$ cat src/rtl/rr_onehot_arbiter_pkg.sv
// Shared definitions for the round-robin one-hot arbiter: requester count,
// FSM state encoding, the default hold limit and the circular priority search.
package rr_onehot_arbiter_pkg;

  localparam int REQ_N        = 8;
  localparam int IDX_W        = 3;
  localparam int MAX_HOLD_DEF = 15;

  typedef enum logic {
    IDLE  = 1'b0,
    GRANT = 1'b1
  } arb_state_e;

  // First set request bit found by searching circularly upward from last+1.
  // The final candidate (i == REQ_N) wraps back to last itself.
  function automatic logic [IDX_W-1:0] rr_pick(input logic [REQ_N-1:0] req,
                                               input logic [IDX_W-1:0] last);
    logic [IDX_W-1:0] cand;
    logic             found;
    rr_pick = last;
    found   = 1'b0;
    for (int i = 1; i <= REQ_N; i++) begin
      cand = last + IDX_W'(i);
      if (!found && req[cand]) begin
        rr_pick = cand;
        found   = 1'b1;
      end
    end
  endfunction

endpackage

$ cat src/rtl/one_hot_to_bcd.sv
// One-hot to BCD index encoder for an 8-bit vector; the result is only
// meaningful when exactly one input bit is set.
module one_hot_to_bcd (
  input  logic [7:0] onehot,
  output logic [3:0] bcd
);

  always_comb begin
    bcd = 4'b0000;
    for (int i = 0; i < 8; i++) begin
      if (onehot[i]) bcd = bcd | 4'(i);
    end
  end

endmodule

$ cat src/rtl/rr_onehot_arbiter.sv
// Round-robin arbiter for 8 requesters with a bounded hold time, one-hot
// registered grant, BCD grant index and a forced-release pulse.
module rr_onehot_arbiter
  import rr_onehot_arbiter_pkg::*;
#(
  parameter int MAX_HOLD = MAX_HOLD_DEF,
  parameter int CNT_W    = 8
) (
  input  logic             clk,
  input  logic             rst,
  input  logic [REQ_N-1:0] req,
  output logic [REQ_N-1:0] grant,
  output logic [3:0]       grant_idx,
  output logic             grant_valid,
  output logic             expired
);

  arb_state_e       state_q, state_d;
  logic [REQ_N-1:0] grant_q, grant_d;
  logic             grant_valid_q, grant_valid_d;
  logic             expired_q, expired_d;
  logic [IDX_W-1:0] last_q, last_d;
  logic [CNT_W-1:0] cnt_q, cnt_d;
  logic [IDX_W-1:0] pick;
  logic [3:0]       bcd_raw;

  assign pick = rr_pick(req, last_q);

  always_comb begin
    state_d       = state_q;
    grant_d       = grant_q;
    grant_valid_d = grant_valid_q;
    expired_d     = 1'b0;
    last_d        = last_q;
    cnt_d         = cnt_q;
    unique case (state_q)
      IDLE: begin
        if (req != '0) begin
          state_d       = GRANT;
          grant_d       = REQ_N'(1) << pick;
          grant_valid_d = 1'b1;
          last_d        = pick;
          cnt_d         = CNT_W'(1);
        end
      end
      GRANT: begin
        // last_q always names the current owner while in GRANT.
        if (!req[last_q] || cnt_q == CNT_W'(MAX_HOLD)) begin
          state_d       = IDLE;
          grant_d       = '0;
          grant_valid_d = 1'b0;
          cnt_d         = '0;
          expired_d     = req[last_q];
        end else begin
          cnt_d = cnt_q + CNT_W'(1);
        end
      end
      default: state_d = IDLE;
    endcase
  end

  always_ff @(posedge clk or posedge rst) begin
    if (rst) begin
      state_q       <= IDLE;
      grant_q       <= '0;
      grant_valid_q <= 1'b0;
      expired_q     <= 1'b0;
      last_q        <= IDX_W'(REQ_N - 1);
      cnt_q         <= '0;
    end else begin
      state_q       <= state_d;
      grant_q       <= grant_d;
      grant_valid_q <= grant_valid_d;
      expired_q     <= expired_d;
      last_q        <= last_d;
      cnt_q         <= cnt_d;
    end
  end

  one_hot_to_bcd u_enc (
    .onehot (grant_q),
    .bcd    (bcd_raw)
  );

  // The encoder is undefined for an all-zero grant, so mask it.
  assign grant_idx   = grant_valid_q ? bcd_raw : 4'b0000;
  assign grant       = grant_q;
  assign grant_valid = grant_valid_q;
  assign expired     = expired_q;

endmodule

$ cat config.mk
export PLATFORM = sky130hd
export DESIGN_NAME = rr_onehot_arbiter
export DESIGN_NICKNAME = d
export VERILOG_FILES = /design/src/rtl/rr_onehot_arbiter_pkg.sv /design/src/rtl/one_hot_to_bcd.sv /design/src/rtl/rr_onehot_arbiter.sv
export SDC_FILE = /design/constraint.sdc
export NUM_CORES = 1
export LEC_CHECK = 0
export BUFFER_PORTS_ARGS = -buffer_cell sky130_fd_sc_hd__buf_2
export CAP_MARGIN = 20
export CELL_PAD_IN_SITES_DETAIL_PLACEMENT = 1
export CELL_PAD_IN_SITES_GLOBAL_PLACEMENT = 2
export CORE_MARGIN = 2
export CORE_UTILIZATION = 39
export CTS_BUF_LIST = sky130_fd_sc_hd__clkbuf_4 sky130_fd_sc_hd__clkbuf_8
export DETAILED_ROUTE_END_ITERATION = 8
export PLACE_DENSITY = 0.86
export SYNTH_ARGS = -nofsm -noshare
export SYNTH_HDL_FRONTEND = slang
export SYNTH_SLANG_ARGS = --single-unit
$ cat constraint.sdc
create_clock -name clk -period 5.2 [get_ports clk]
set_clock_uncertainty 0.05 [all_clocks]
set_input_delay 1.56 -clock clk [delete_from_list [all_inputs] [get_ports clk]]
set_output_delay 1.56 -clock clk [all_outputs]
set_load 0.02 [all_outputs]
==> out/qor.yml, run 1 <==
finish:
  area_growth_pct: 7.99
  layout.nets: 243
  drive_gt1_frac: 0.284
  design_area_sq_um: 2330
  final_common_cell: "nand2_1"
  antenna_cells: 0
  utilization: 0.429
  layout_common_cells: "34 x nand2_1, 22 x buf_2, 19 x dfrtp_1"
  final_cells: 301
  n_fill_cell: 611
timing:
  timing.fmax_mhz: 257
  setup_slack_ps: 1310
  fin_crit_sh: 0.749
  rsz0062_at_grt: "false"
  tns_ps: 0
  hold_violations: 0
  slew_viol_final: 0
  worst_slew_pin_slew_ps: 825
  min_period_ps: 3890
  hold_ws_ps: 423
  relSlewSlack: 0.449
  setup_violations: 0
synthesis:
  synth.area.mux_share: 0.309
  synthAdderAreaFrac: 0.0174
  synth_nets: 231
  ys.flop_type: "dfrtp_1"
  ys_async_sr_fraction: 1.00
  synth-xor-area-share: 0.0313
  ys_ff_latch: 22
  yosysWarnings: 0
  syn-instance-count: 218
  synth_compound_area_frac: 0.179
  synthSimpleGateAreaFrac: 0.157
  synth-edff-count: 0
  yosysSeqAreaShare: 0.257
  syn_avg_cell_area_sq_um: 9.91
  synth_top_family_by_area: "multiplexers"
  synth_area_sq_um: 2160
  ys_types: 53
power_and_ir_drop:
  power_switching_mw: 0.880
  p_clk_frac: 0.072
  p_seq_frac: 0.200
  power_frac_comb: 0.728
  switching_share: 0.513
  vdd_drop_max_mv: 0.316
  power_mw: 1.71
  p_per_area_nw_per_um2: 734
  p_leak_nw: 0.968
  internal_power_mw: 0.834
place:
  dp_slack_ps: 1170
  gp_congestion: 0.789
  dpl.cell_count: 297
  port_buffers: 22
  place_area_sq_um: 2280
  dp_hpwl_um: 3990
cts:
  cts_tree: "yes"
  hold_buffers: 0
  clkLatencyLatePin_ps: 260
  cts_sinks: 22
  clk_pin_slew_ps: 80
  cts_max_level: 1
  cts_resized: 0
  cts.path.max_buffers: 2
  cts_buffers: 3
  cts_setup_buffers: 0
  clockRootBuffer: "clkbuf_8"
outcome:
  status: "completed"
floorplanning:
  die_y_um: 78.4
  die-area_sq_um: 6150
  die_width_um: 78.4
  core_sq_um: 5440
  rows: 27
  num_io_pins: 24
  initial_utilization: 0.397
drt:
  ant_nets: 0
  drt_iter0_drc: 73
  via_per_inst: 5.94
  post_drt_wl_per_cell_um: 18.0
  num_vias: 1788
  drtPass1Iterations: 4
  drc: 0
  drt-total-wl_um: 5410
global_routing:
  grt_pass1_vias: 1774
  gr-total-overflow: 0
  antenna_found_initial: 0
  grt_max_degree: 27
  grt_pass1_wl_um: 9030
  grtUsageTotal: 0.184
critical_path:
  startpoint_type: "register"
  crit_type: "reg2reg"
  cp.required_ps: 5320
  worstPathArrival_ps: 4010
  cp_max_fo: 26
  worstSetupEndpointType: "register"
min_path:
  worst_hold_path_type: "reg2reg"
job:
  drv_cap: 0
==> state kept, by name (all words and copies together), names as in the netlist <==
register,flops
cnt_q,8
grant,8
last_q,3
expired,1
grant_valid,1
state_q,1
==> worst max-delay path, cell delays in order (launching register included) <==
cell and delay [ps]:
dfstp_2 920, inv_1 220, ha_1 600, inv_1 240
mux4_2 490, nand2_2 100, or3_4 390, a311oi_4 350
o2bb2ai_2 170, o31ai_1 260
==> power groups by stage <==
stage	clock, mW	sequential, mW	combinational (mW)
5_1_grt	0.135	0.355	1.35
6_report	0.123	0.344	1.25
4_1_cts	0.128	0.343	1.24
3_5_place_dp	0	0.346	1.23
2_1_floorplan	0	0.265	1.07
3_3_place_gp	0	0.344	1.21
==> path summary, 6_finish.rpt <==
path	startpoint	end	slack (ps)	depth (start not counted)
max	last_q[1]	grant[4]	1310	9
min	grant[0]	grant[0]	420	2
max reg2reg	last_q[1]	grant[4]	1310	9
min reg2reg	grant[0]	grant[0]	420	2
max in group asynchronous	rst	expired	3190	2
min in group asynchronous	rst	grant[7]	1400	2
==> cell usage after synthesis, types with 2 or more instances <==
master,number,area [sq um]
o41a_1,3,33.8
buf_2,3,15.0
nand2b_1,2,12.5
and3_1,4,25.0
a21oi_1,4,20.0
ha_1,3,37.5
inv_1,5,18.8
o31ai_1,8,60.1
mux4_2,18,405
a31oi_1,2,12.5
nand3_1,5,25.0
nor2b_1,2,12.5
buf_4,2,15.0
nand2_1,34,128
o21ai_1,2,10.0
nor4_1,4,25.0
mux2_2,7,78.8
dfstp_2,3,78.8
a22oi_1,2,15.0
xor2_1,3,26.3
mux2i_1,16,160
clkbuf_1,7,26.3
buf_6,2,22.5
dfrtp_1,19,475
nor2_1,12,45.0
nor3_1,2,10.0
o22ai_1,3,18.8
a21o_1,2,15.0
o21ai_0,15,75.1
==> kinds of logic after synthesis <==
logic type,count (synthesis)
simple gates,71
xor+xnor,6
flops,22
other cells,1
buf+inv,21
fa+ha+maj,3
compound gates,52
mux,42
==> layer usage <==
layer | up-vias | GRT usage | part of all wire
met5 | - | 0 | 0
met3 | 4 | 0.0241 | 0.018
met4 | 0 | 0.0298 | 0.0089
li1 | 855 | - | -
met2 | 18 | 0.298 | 0.48
met1 | 911 | 0.267 | 0.50
==> layout make-up <==
class / instances / area [sq um] / area share
multi-input cells: 175 / 1500 / 0.643
repair buffers: 22 / 110 / 0.0472
inverters: 6 / 22.5 / 0.00965
clock buffers: 4 / 55.1 / 0.0236
well taps: 72 / 90.1 / 0.0386
flip-flops and latches: 22 / 554 / 0.238
No activity file was read; power rests on OpenSTA's default activity.
==> inputs of run 2 (changes only) <==
--- a/config.mk
+++ b/config.mk
@@ -10,10 +10,10 @@
 export CELL_PAD_IN_SITES_DETAIL_PLACEMENT = 1
 export CELL_PAD_IN_SITES_GLOBAL_PLACEMENT = 2
 export CORE_MARGIN = 2
-export CORE_UTILIZATION = 39
+export CORE_UTILIZATION = 35
 export CTS_BUF_LIST = sky130_fd_sc_hd__clkbuf_4 sky130_fd_sc_hd__clkbuf_8
 export DETAILED_ROUTE_END_ITERATION = 8
-export PLACE_DENSITY = 0.86
+export PLACE_DENSITY = 0.82
 export SYNTH_ARGS = -nofsm -noshare
 export SYNTH_HDL_FRONTEND = slang
 export SYNTH_SLANG_ARGS = --single-unit
==> constraint.sdc (replaced) <==
create_clock -name clk -period 3.55 [get_ports clk]
set_clock_uncertainty 0.05 [all_clocks]
set_input_delay 1.065 -clock clk [delete_from_list [all_inputs] [get_ports clk]]
set_output_delay 1.065 -clock clk [all_outputs]
set_load 0.02 [all_outputs]
==> out/qor.yml, run 2 (synthesis results as in run 1) <==
drt:
  drtPass1Iterations: 4
  drc: 0
  ant_nets: 0
  post_drt_wl_per_cell_um: 18.2
  via_per_inst: 5.88
  num_vias: 1828
  drt_iter0_drc: 108
  drt-total-wl_um: 5660
timing:
  tns_ps: 0
  min_period_ps: 3310
  relSlewSlack: 0.436
  worst_slew_pin_slew_ps: 845
  rsz0062_at_grt: "false"
  hold_violations: 0
  setup_violations: 0
  fin_crit_sh: 0.932
  slew_viol_final: 0
  timing.fmax_mhz: 302
  hold_ws_ps: 440
  setup_slack_ps: 243
finish:
  final_cells: 311
  drive_gt1_frac: 0.305
  layout.nets: 250
  layout_common_cells: "34 x nand2_1, 22 x buf_2, 19 x dfrtp_1"
  area_growth_pct: 10.7
  design_area_sq_um: 2390
  final_common_cell: "nand2_1"
  antenna_cells: 0
  n_fill_cell: 707
power_and_ir_drop:
  p_per_area_nw_per_um2: 1080
  vdd_drop_max_mv: 0.537
  power_switching_mw: 1.30
  switching_share: 0.503
  p_clk_frac: 0.070
  p_seq_frac: 0.170
  power_frac_comb: 0.760
  internal_power_mw: 1.29
  p_leak_nw: 1.00
critical_path:
  cp.required_ps: 3640
  r2r_end: "grant[6]"
  worstPathArrival_ps: 3400
  reg2regPathDepth: 9
  cp_max_fo: 13
  worstSetupEndpointType: "register"
  reg2reg_from: "last_q[1]"
  startpoint_type: "register"
  ff2ff_setup_slack_ps: 240
  crit_type: "reg2reg"
place:
  place_area_sq_um: 2330
  dpl.cell_count: 307
  port_buffers: 22
  dp_hpwl_um: 4340
  gp_congestion: 0.833
  dp_slack_ps: 49.1
min_path:
  worst_hold_path_type: "reg2reg"
  worstHoldStart: "grant[0]"
  min_to: "grant[0]"
  min_path_cells: 2
global_routing:
  grt_pass1_wl_um: 9360
  gr-total-overflow: 0
  antenna_found_initial: 0
  grtUsageTotal: 0.180
  grt_max_degree: 23
  grt_pass1_vias: 1734
cts:
  clkLatencyLatePin_ps: 260
  cts_setup_buffers: 0
  clk_pin_slew_ps: 80
  cts.path.max_buffers: 2
  hold_buffers: 0
  cts_sinks: 22
  cts_tree: "yes"
  cts_resized: 0
  clockRootBuffer: "clkbuf_8"
  cts_max_level: 1
  cts_buffers: 3
floorplanning:
  initial_utilization: 0.363
  num_io_pins: 24
  die_width_um: 82.6
  core_sq_um: 5960
  rows: 28
  die_y_um: 82.6
  die-area_sq_um: 6820
outcome:
  status: "completed"
job:
  drv_cap: 0
## run 2: changes by cell type in the layout (fill, tap and decap cells not counted), sizes merged
cell | previous run | this run
buf | 22 | 29
## run 2: per-layer routing
| layer | vias to the layer above | part of all wire | GRT usage |
|---|---|---|---|
| li1 | 868 | - | - |
| met1 | 919 | 0.48 | 0.270 |
| met2 | 39 | 0.47 | 0.279 |
| met3 | 2 | 0.044 | 0.0304 |
| met4 | 0 | 0.0025 | 0.0246 |
| met5 | - | 0 | 0 |
## run 2: worst max path at each step
stage / start / to / slack (ps) / cells past startpoint
6_report: last_q[1] / grant[6] / 240 / 9
5_1_grt: last_q[1] / grant[4] / 20 / 9
4_1_cts: last_q[1] / grant[6] / 230 / 9
3_5_place_dp: req[2] / grant[6] / 50 / 8
3_3_place_gp: req[2] / grant[5] / 90 / 8
2_1_floorplan: last_q[1] / grant[0] / 50 / 13
## run 2: power by group through the flow
stage                     Combinational, mW  Sequential (mW)  Clock [mW]
after floorplan                        1.57            0.389           0
after global placement                 1.94            0.445           0
after detailed placement               1.96            0.448           0
after CTS                              1.97            0.443       0.190
after global routing                   2.17            0.460       0.198
final                                  1.97            0.441       0.182
## run 2: worst max-delay path: stages (launching register included)
cell and delay (ps):
dfstp_2 680, inv_1 140, ha_1 430, mux4_2 580, a21oi_1 160, nor2_1 60
nor4_1 460, a311oi_4 190, o2bb2ai_2 300, o31ai_1 120
## run 2: per-stage QoR
step                      total power [mW]  utilization
after floorplan                       1.95            -
after global placement                2.39        0.392
after detailed placement              2.41        0.392
after CTS                             2.60        0.401
after global routing                  2.83        0.401
final                                 2.59        0.401
## run 2: layout make-up
type | instances | area, sq um | share of cell area
multi-input combinational | 175 | 1500 | 0.628
sequential | 22 | 554 | 0.232
timing repair buffer | 29 | 163 | 0.0680
tap | 75 | 93.8 | 0.0392
clock buffer | 4 | 55.1 | 0.0230
inverter | 6 | 22.5 | 0.00942
==> inputs of run 3 (changes only) <==
--- a/config.mk
+++ b/config.mk
@@ -14,6 +14,7 @@
 export CTS_BUF_LIST = sky130_fd_sc_hd__clkbuf_4 sky130_fd_sc_hd__clkbuf_8
 export DETAILED_ROUTE_END_ITERATION = 8
 export PLACE_DENSITY = 0.82
+export RECOVER_POWER = 50
 export SYNTH_ARGS = -nofsm -noshare
 export SYNTH_HDL_FRONTEND = slang
 export SYNTH_SLANG_ARGS = --single-unit
==> out/qor.yml, run 3 (synthesis results as in run 1) <==
outcome:
  status: "completed"
finish:
  antenna_cells: 0
  final_cells: 311
  n_fill_cell: 711
  design_area_sq_um: 2380
  layout_common_cells: "34 x nand2_1, 19 x dfrtp_1, 18 x mux4_2"
  seq_area_sq_um: 554
  multi_input_area_sq_um: 1500
  layout.nets: 250
  area_growth_pct: 10.3
  drive_gt1_frac: 0.280
  final_common_cell: "nand2_1"
min_path:
  worst_hold_path_type: "reg2reg"
  min_path_cells: 2
  min_to: "grant[0]"
  worstHoldStart: "grant[0]"
cts:
  cts_setup_buffers: 0
  cts_tree: "yes"
  cts_sinks: 22
  clockRootBuffer: "clkbuf_8"
  hold_buffers: 0
  cts.path.max_buffers: 2
  cts_buffers: 3
  cts_max_level: 1
  clk_pin_slew_ps: 80
  cts_resized: 0
  clkLatencyLatePin_ps: 260
floorplanning:
  die_width_um: 82.6
  die-area_sq_um: 6820
  num_io_pins: 24
  initial_utilization: 0.363
  rows: 28
  core_sq_um: 5960
  die_y_um: 82.6
drt:
  num_vias: 1830
  drc: 0
  via_per_inst: 5.88
  drtPass1Iterations: 4
  drt_iter0_drc: 108
  ant_nets: 0
  drt-total-wl_um: 5660
  post_drt_wl_per_cell_um: 18.2
critical_path:
  crit_type: "reg2reg"
  cp_max_fo: 13
  crit_buf_inv: 1
  r2r_end: "grant[6]"
  crit_family: "compound AO/OA/AOI/OAI gates"
  cp.required_ps: 3640
  reg2regPathDepth: 9
  critical_path.slowest_cell: "dfstp_2"
  startpoint_type: "register"
  ff2ff_setup_slack_ps: 240
  reg2reg_from: "last_q[1]"
  cp_cell_sequence: "inv_1, ha_1, mux4_2, a21oi_1, nor2_1, nor4_1, a311oi_4, o2bb2ai_2, o31ai_1"
  worstSetupEndpointType: "register"
  worstPathArrival_ps: 3400
  critPathMaxStageDelay_ps: 680
job:
  drv_cap: 0
power_and_ir_drop:
  switching_share: 0.503
  p_per_area_nw_per_um2: 1090
  internal_power_mw: 1.29
  p_leak_nw: 0.976
  power_switching_mw: 1.30
  p_clk_frac: 0.070
  p_seq_frac: 0.170
  vdd_drop_max_mv: 0.537
  power_frac_comb: 0.759
place:
  gp_congestion: 0.833
  port_buffers: 22
  dp_hpwl_um: 4340
  dpl.cell_count: 307
  place_area_sq_um: 2330
global_routing:
  grtUsageTotal: 0.180
  grt_max_degree: 23
  grt_pass1_vias: 1734
  gr-total-overflow: 0
  grt_pass1_wl_um: 9360
  antenna_found_initial: 0
timing:
  rsz0062_at_grt: "false"
  setup_violations: 0
  slew_viol_final: 0
  min_period_ps: 3310
  worst_slew_pin_slew_ps: 845
  tns_ps: 0
  fin_crit_sh: 0.932
  relSlewSlack: 0.436
  timing.fmax_mhz: 302
  hold_violations: 0
run 3: cell count changes in the layout (fill, tap and decap cells not counted), sizes merged:
cell	before	now
clkbuf	4	10
buf	29	23
run 3: final cells by class:
cell class / instances / area share
repair buffers: 29 / 0.0651
clock buffers: 4 / 0.0231
inverters: 6 / 0.00945
flip-flops and latches: 22 / 0.233
multi-input cells: 175 / 0.630
well taps: 75 / 0.0394
run 3: per-layer routing:
| metal | vias to the layer above | track usage | part of all wire |
|---|---|---|---|
| met3 | 2 | 0.0304 | 0.044 |
| met5 | - | 0 | 0 |
| met1 | 921 | 0.270 | 0.48 |
| met2 | 39 | 0.279 | 0.47 |
| met4 | 0 | 0.0246 | 0.0025 |
| li1 | 868 | - | - |
run 3: worst max path at each step:
stage,startpoint,to,slack (ps),cells past startpoint
floorplan,last_q[1],grant[0],50,13
global placement,req[2],grant[5],90,8
detailed placement,req[2],grant[6],50,8
CTS,last_q[1],grant[6],230,9
global route,last_q[1],grant[4],20,9
finish,last_q[1],grant[6],240,9
run 3: power groups by stage:
| stage | registers [mW] | logic (mW) | clock network (mW) |
|---|---|---|---|
| 2_1_floorplan | 0.389 | 1.57 | 0 |
| 3_3_place_gp | 0.445 | 1.94 | 0 |
| 3_5_place_dp | 0.448 | 1.96 | 0 |
| 4_1_cts | 0.443 | 1.97 | 0.190 |
| 5_1_grt | 0.460 | 2.17 | 0.198 |
| 6_report | 0.441 | 1.97 | 0.182 |
run 3: worst reg2reg max path, cell delays in order (launching register included):
cell and delay, ps:
dfstp_2 680, inv_1 150, ha_1 430, mux4_2 580, a21oi_1 160, nor2_1 60, nor4_1 460, a311oi_4 190
o2bb2ai_2 300, o31ai_1 120
run 3: per-stage QoR:
step,util,setup slack (ps),power (mW),hold WS (ps)
2_1_floorplan,-,50.6,1.95,407
3_3_place_gp,0.392,86.6,2.39,427
3_5_place_dp,0.392,49.1,2.41,432
4_1_cts,0.401,226,2.60,451
5_1_grt,0.400,18.0,2.83,497
6_report,0.400,243,2.59,444
